[src/rtl/irq_ctrl.sv]
// irq_ctrl: prioritised, masked interrupt controller with single in-service tracking
module irq_ctrl #(
    parameter int          NIRQ      = 4,
    parameter logic [15:0] VEC_RESET = 16'h0010
) (
    input  logic            clk,
    input  logic            reset,
    input  logic [NIRQ-1:0] irq_in,
    input  logic [3:0]      state,
    input  logic            fault_r,
    input  logic            HLT,
    input  logic            SYSCALL,
    input  logic            RETI,
    input  logic            cfg_we,
    input  logic [1:0]      cfg_addr,
    input  logic [15:0]     cfg_wdata,
    output logic [15:0]     cfg_rdata,
    output logic            irq_r,
    output logic [2:0]      irq_id,
    output logic [15:0]     irq_vec
);
    localparam int N = NIRQ + 1;
    localparam logic [3:0] EXECM = 4'b1000;

    logic [NIRQ-1:0] sync1, sync2, sync3;
    logic [N-1:0]    mask, pend, pend_nx, eligible, set_ev, frz_oh;
    logic            gie, isv, ack, req, keep;
    logic [2:0]      isr_id, frz_id, sel_id;
    logic [15:0]     vec_base;
    logic            unused;

    assign unused  = ^cfg_wdata;
    assign irq_id  = irq_r ? frz_id : isv ? isr_id : sel_id;
    assign irq_vec = vec_base + {11'b0, irq_id, 2'b00};

    // two-flop synchroniser followed by an edge-history flop per line
    always_ff @(posedge clk) begin
        if (reset) begin
            sync1 <= '0;
            sync2 <= '0;
            sync3 <= '0;
        end else begin
            sync1 <= irq_in;
            sync2 <= sync1;
            sync3 <= sync2;
        end
    end

    // priority select, request/acknowledge decode and next pending vector
    always_comb begin
        set_ev   = {SYSCALL, sync2 & ~sync3};
        eligible = pend & mask;
        sel_id   = '0;
        for (int i = NIRQ - 1; i >= 0; i--) sel_id = eligible[i] ? 3'(i) : sel_id;
        sel_id   = eligible[NIRQ] ? 3'(NIRQ) : sel_id;
        req      = gie & ~isv & |eligible;
        frz_oh   = N'(1) << frz_id;
        keep     = gie & |(eligible & frz_oh);
        ack      = irq_r & (state == 4'b0000) & ~fault_r & ~HLT;
        pend_nx  = (pend & ~(ack ? frz_oh : '0)
                         & ~((cfg_we && cfg_addr == 2'd1) ? cfg_wdata[N-1:0] : '0)) | set_ev;
    end

    // interrupt state, request handshake and configuration registers
    always_ff @(posedge clk) begin
        if (reset) begin
            mask     <= '0;
            pend     <= '0;
            gie      <= 1'b0;
            isv      <= 1'b0;
            isr_id   <= '0;
            frz_id   <= '0;
            irq_r    <= 1'b0;
            vec_base <= VEC_RESET;
        end else begin
            pend <= pend_nx;
            if (cfg_we && cfg_addr == 2'd0) mask <= cfg_wdata[N-1:0];
            if (cfg_we && cfg_addr == 2'd3) vec_base <= cfg_wdata;
            if (ack) begin
                isv    <= 1'b1;
                isr_id <= frz_id;
                gie    <= 1'b0;
                irq_r  <= 1'b0;
            end else begin
                if (RETI && isv) begin
                    isv <= 1'b0;
                    gie <= 1'b1;
                end else if (cfg_we && cfg_addr == 2'd2) begin
                    gie <= cfg_wdata[15];
                end
                if (irq_r) begin
                    irq_r <= keep;
                end else if (state == EXECM && req) begin
                    irq_r  <= 1'b1;
                    frz_id <= sel_id;
                end
            end
        end
    end

    // registered read port
    always_ff @(posedge clk) begin
        if (reset) cfg_rdata <= '0;
        else cfg_rdata <= cfg_addr == 2'd0 ? 16'(mask)
                        : cfg_addr == 2'd1 ? 16'(pend)
                        : cfg_addr == 2'd2 ? {gie, 6'b0, isv, 5'b0, isr_id}
                        : vec_base;
    end
endmodule

[config.mk]
export PLATFORM = sky130hd
export DESIGN_NAME = irq_ctrl
export DESIGN_NICKNAME = d
export VERILOG_FILES = /design/src/rtl/irq_ctrl.sv
export SDC_FILE = /design/constraint.sdc
export NUM_CORES = 1
export LEC_CHECK = 0
export CELL_PAD_IN_SITES_DETAIL_PLACEMENT = 1
export CELL_PAD_IN_SITES_GLOBAL_PLACEMENT = 1
export CORE_MARGIN = 2
export CORE_UTILIZATION = 36
export CTS_CLUSTER_SIZE = 8
export DETAILED_ROUTE_END_ITERATION = 7
export HOLD_SLACK_MARGIN = 0.06
export MAX_ROUTING_LAYER = met4
export PLACE_DENSITY = 0.82
export SLEW_MARGIN = 20
export SYNTH_ARGS = -nofsm -noshare
export SYNTH_HDL_FRONTEND = slang
export SYNTH_SLANG_ARGS = --single-unit
[constraint.sdc]
create_clock -name clk -period 2.7 [get_ports clk]
set_clock_uncertainty 0.1 [all_clocks]
set_input_delay 0.27 -clock clk [delete_from_list [all_inputs] [get_ports clk]]
set_output_delay 0.27 -clock clk [all_outputs]
set_load 0.05 [all_outputs]
==> impl_metrics.json <==
{
  "outcome": "complete, but fails checks",
  "violations": "negative setup slack",
  "rsz0062_at_grt": "yes",
  "grt_pass1_wl_um": 18100,
  "p_int_mw": 1.76,
  "min_from": "sync3[0]",
  "start_util_pct": 37.5,
  "maxClockFrequency_ghz": 0.314,
  "p_leak_nw": 1.85,
  "maxCapViolCount": 0,
  "firstDrtPassIters": 4,
  "wl_per_cell_um": 23.6,
  "clock-sinks": 63,
  "netlist_area_mm2": 0.00275,
  "cts_buffers": 9,
  "ys_async_sr_fraction_pct": 0,
  "die_area_mm2": 0.00836,
  "path_clk_slew_ns": 0.07,
  "p_sw_mw": 0.596,
  "place.gp.congestion": 0.820,
  "crit_chain": "a22oi_1, nor2_1, a22oi_2, o21ai_4, ha_4, a21o_1, a21oi_4, buf_12, nor4b_4, xor2_4, buf_12",
  "syn_avg_cell_area_um2": 9.05,
  "clk_latency_ns": 0.36,
  "yosysSeqAreaShare_pct": 45.8,
  "antennaDiodeCount": 0,
  "dieHeight_um": 91.4,
  "grt_usage_pct": 30.2,
  "rows": 31,
  "power.density_mw_per_mm2": 517,
  "critPathKind": "reg2out",
  "io_pins": 69,
  "power_frac_seq_pct": 41.7,
  "synth_fp_nets": 341,
  "synth-edff-count": 0,
  "timing.hold.ws_ns": 0.319,
  "synth.top_cell.area_share_pct": 45.8,
  "path_delay_family": "compound AO/OA/AOI/OAI gates",
  "holdPathEnd": "pend[0]",
  "synth_cell_types": 47,
  "via_per_inst": 5.55,
  "worstPathArrival_ns": 2.82,
  "endpoint_kind": "output port",
  "cp-start-kind": "register",
  "slowest_delay_ns": 0.37,
  "core_area_mm2": 0.00733,
  "drtAntennaViolNets": 0,
  "slew_headroom_pct": 51.9,
  "utilization_pct": 62.2,
  "fin_nets": 439,
  "antenna_found_initial": 0,
  "rrSetupSlack_ns": 0.91,
  "cp_max_fo": 5,
  "hp-class": "reg2reg",
  "cp.required_ns": 2.33,
  "drt_wl_total_um": 12000,
  "yosys_warnings": 0,
  "slowest_stage": "dfxtp_1",
  "drt_iter0_drc": 200,
  "synth_cells": 304,
  "dp_hpwl_um": 7330,
  "htreeDepth": 3,
  "fill_cells": 779,
  "finalHoldViolations": 0,
  "first_global_vias": 3108,
  "drc": 0,
  "yosys.area.top_type": "dfxtp_1",
  "ys.flop_type": "dfxtp_1",
  "fin_ws_ns": -0.487,
  "grt_max_degree": 26,
  "vias": 2808,
  "critPathBufInv": 2,
  "reg2reg_depth": 5,
  "worst_slew_pin_slew_ns": 0.720,
  "p_sw_share_pct": 25.3,
  "cts.path.max_buffers": 2,
  "r2r-start": "isv",
  "ys_ff_latch": 63,
  "period_needed_ns": 3.19,
  "drv_slew": 0,
  "synth_common_cells": "63 x dfxtp_1, 51 x nand2_1, 23 x nor2_1",
  "min_path_cells": 1,
  "irDropWorstVdd_mv": 0.276,
  "drive_gt1_share_pct": 28.7,
  "p_comb_share_pct": 12.7,
  "r2r_end": "frz_id[0]",
  "p_clk_share_pct": 45.7,
  "cts_tree": "done",
  "cts_root_buffer": "clkbuf_8",
  "crit_top_cell": "buf_12",
  "die_x_um": 91.4,
  "fin_crit_sh_pct": 118,
  "port_buffers": 68,
  "syn_to_final_growth_pct": 65.7,
  "setup_viol": 12,
  "yosys-top-cells-area": "dfxtp_1 46%, nand2_1 7.0%, mux2i_1 4.4%",
  "synth_most_common_cell": "dfxtp_1",
  "grt_overflow": 0
}
final cells by class:
type | count | area (um^2) | area share, %
Timing Repair Buffer | 105 | 1130 | 24.7
Clock buffer | 11 | 151 | 3.32
Sequential cell | 63 | 1270 | 27.9
Multi-Input combinational cell | 219 | 1770 | 38.7
Inverter | 4 | 15.0 | 0.329
Clock inverter | 5 | 104 | 2.28
Tap cell | 99 | 124 | 2.72
cells in the final DEF, fill, tap and decap left out, types with 2 or more instances in the layout:
master	instances
dfxtp_1	56
clkdlybuf4s50_1	52
nand2_1	48
buf_4	33
a21oi_1	21
nor2_1	19
nor2b_1	15
buf_12	15
and2_1	13
mux2i_1	12
clkbuf_8	11
nand3_1	9
xor2_4	8
nor3_1	6
dfxtp_2	6
and3_1	5
nand3b_1	4
buf_6	4
nand2_2	3
nor2_4	3
inv_1	3
mux4_2	3
a41o_1	3
ha_4	3
bufinv_16	3
o21ai_4	2
nor4b_4	2
nor3b_4	2
xnor2_4	2
nand4b_1	2
a31oi_1	2
nand2b_1	2
o211ai_1	2
kinds of logic (layout without fill, tap and decap cells):
family                   after synthesis  after routing  synth area share (%)
adder cells (fa/ha/maj)                4              4                  2.09
AND/OR/NAND/NOR                      142            142                  26.8
XOR/XNOR                              12             12                  3.82
flip-flops                            63             63                  45.8
multiplexers                          16             16                  7.23
AO/OA/AOI/OAI                         45             45                  10.5
buffers and inverters                 22            125                  3.68
stage by stage:
| stage | worst slack (ns) | area, um^2 | power [mW] | TNS, ns | cells |
|---|---|---|---|---|---|
| after floorplan | -0.260 | 3050 | 1.13 | -1.64 | 304 |
| after global placement | -0.0747 | 4110 | 1.26 | -0.133 | 482 |
| after detailed placement | -0.171 | 4110 | 1.27 | -0.928 | 482 |
| after CTS | -0.408 | 4530 | 2.33 | -3.87 | 505 |
| after global routing | -0.524 | 4560 | 2.41 | -5.23 | 506 |
| final | -0.487 | 4560 | 2.36 | -4.75 | 506 |
power by group through the flow:
| stage | Sequential (mW) | Clock, mW | Combinational, mW |
|---|---|---|---|
| final | 0.982 | 1.08 | 0.299 |
| after global routing | 0.983 | 1.11 | 0.311 |
| after CTS | 0.979 | 1.06 | 0.288 |
| after detailed placement | 0.999 | 0 | 0.274 |
| after global placement | 0.996 | 0 | 0.266 |
| after floorplan | 1.01 | 0 | 0.121 |
worst max path at each step:
stage,start,end,slack [ns],cells past startpoint
5_1_grt,pend[1],irq_vec[15],-0.52,12
2_1_floorplan,mask[0],irq_vec[5],-0.26,7
3_3_place_gp,mask[2],irq_vec[12],-0.07,10
3_5_place_dp,mask[2],irq_vec[12],-0.17,10
6_report,mask[3],irq_vec[11],-0.49,11
4_1_cts,pend[1],irq_vec[12],-0.41,10
what timing repair did:
| item | 4_1_cts | 5_1_grt |
|---|---|---|
| pin swaps | 20 | 1 |
| buffers inserted | 9 | 1 |
| hold buffers | 0 | 0 |
| gates resized for setup | 20 | 5 |
| endpoints found under the setup margin | 13 | 14 |
| gates cloned | 0 | 0 |
routing by layer:
layer  global-route usage (%)  share of wire (%)
met2                     52.5                 52
met5                        -                  0
met3                     6.22                5.4
met1                     32.4                 38
met4                     15.5                4.2
sequential cells by signal, summed over array words and instances, names as in the netlist:
name and cells:
pend 5, irq_r 1, sync1 4, frz_id 3
sync2 4, gie 1, mask 5, vec_base 16
sync3 4, isv 1, cfg_rdata 16, isr_id 3
(Power assumes the default switching activity.)
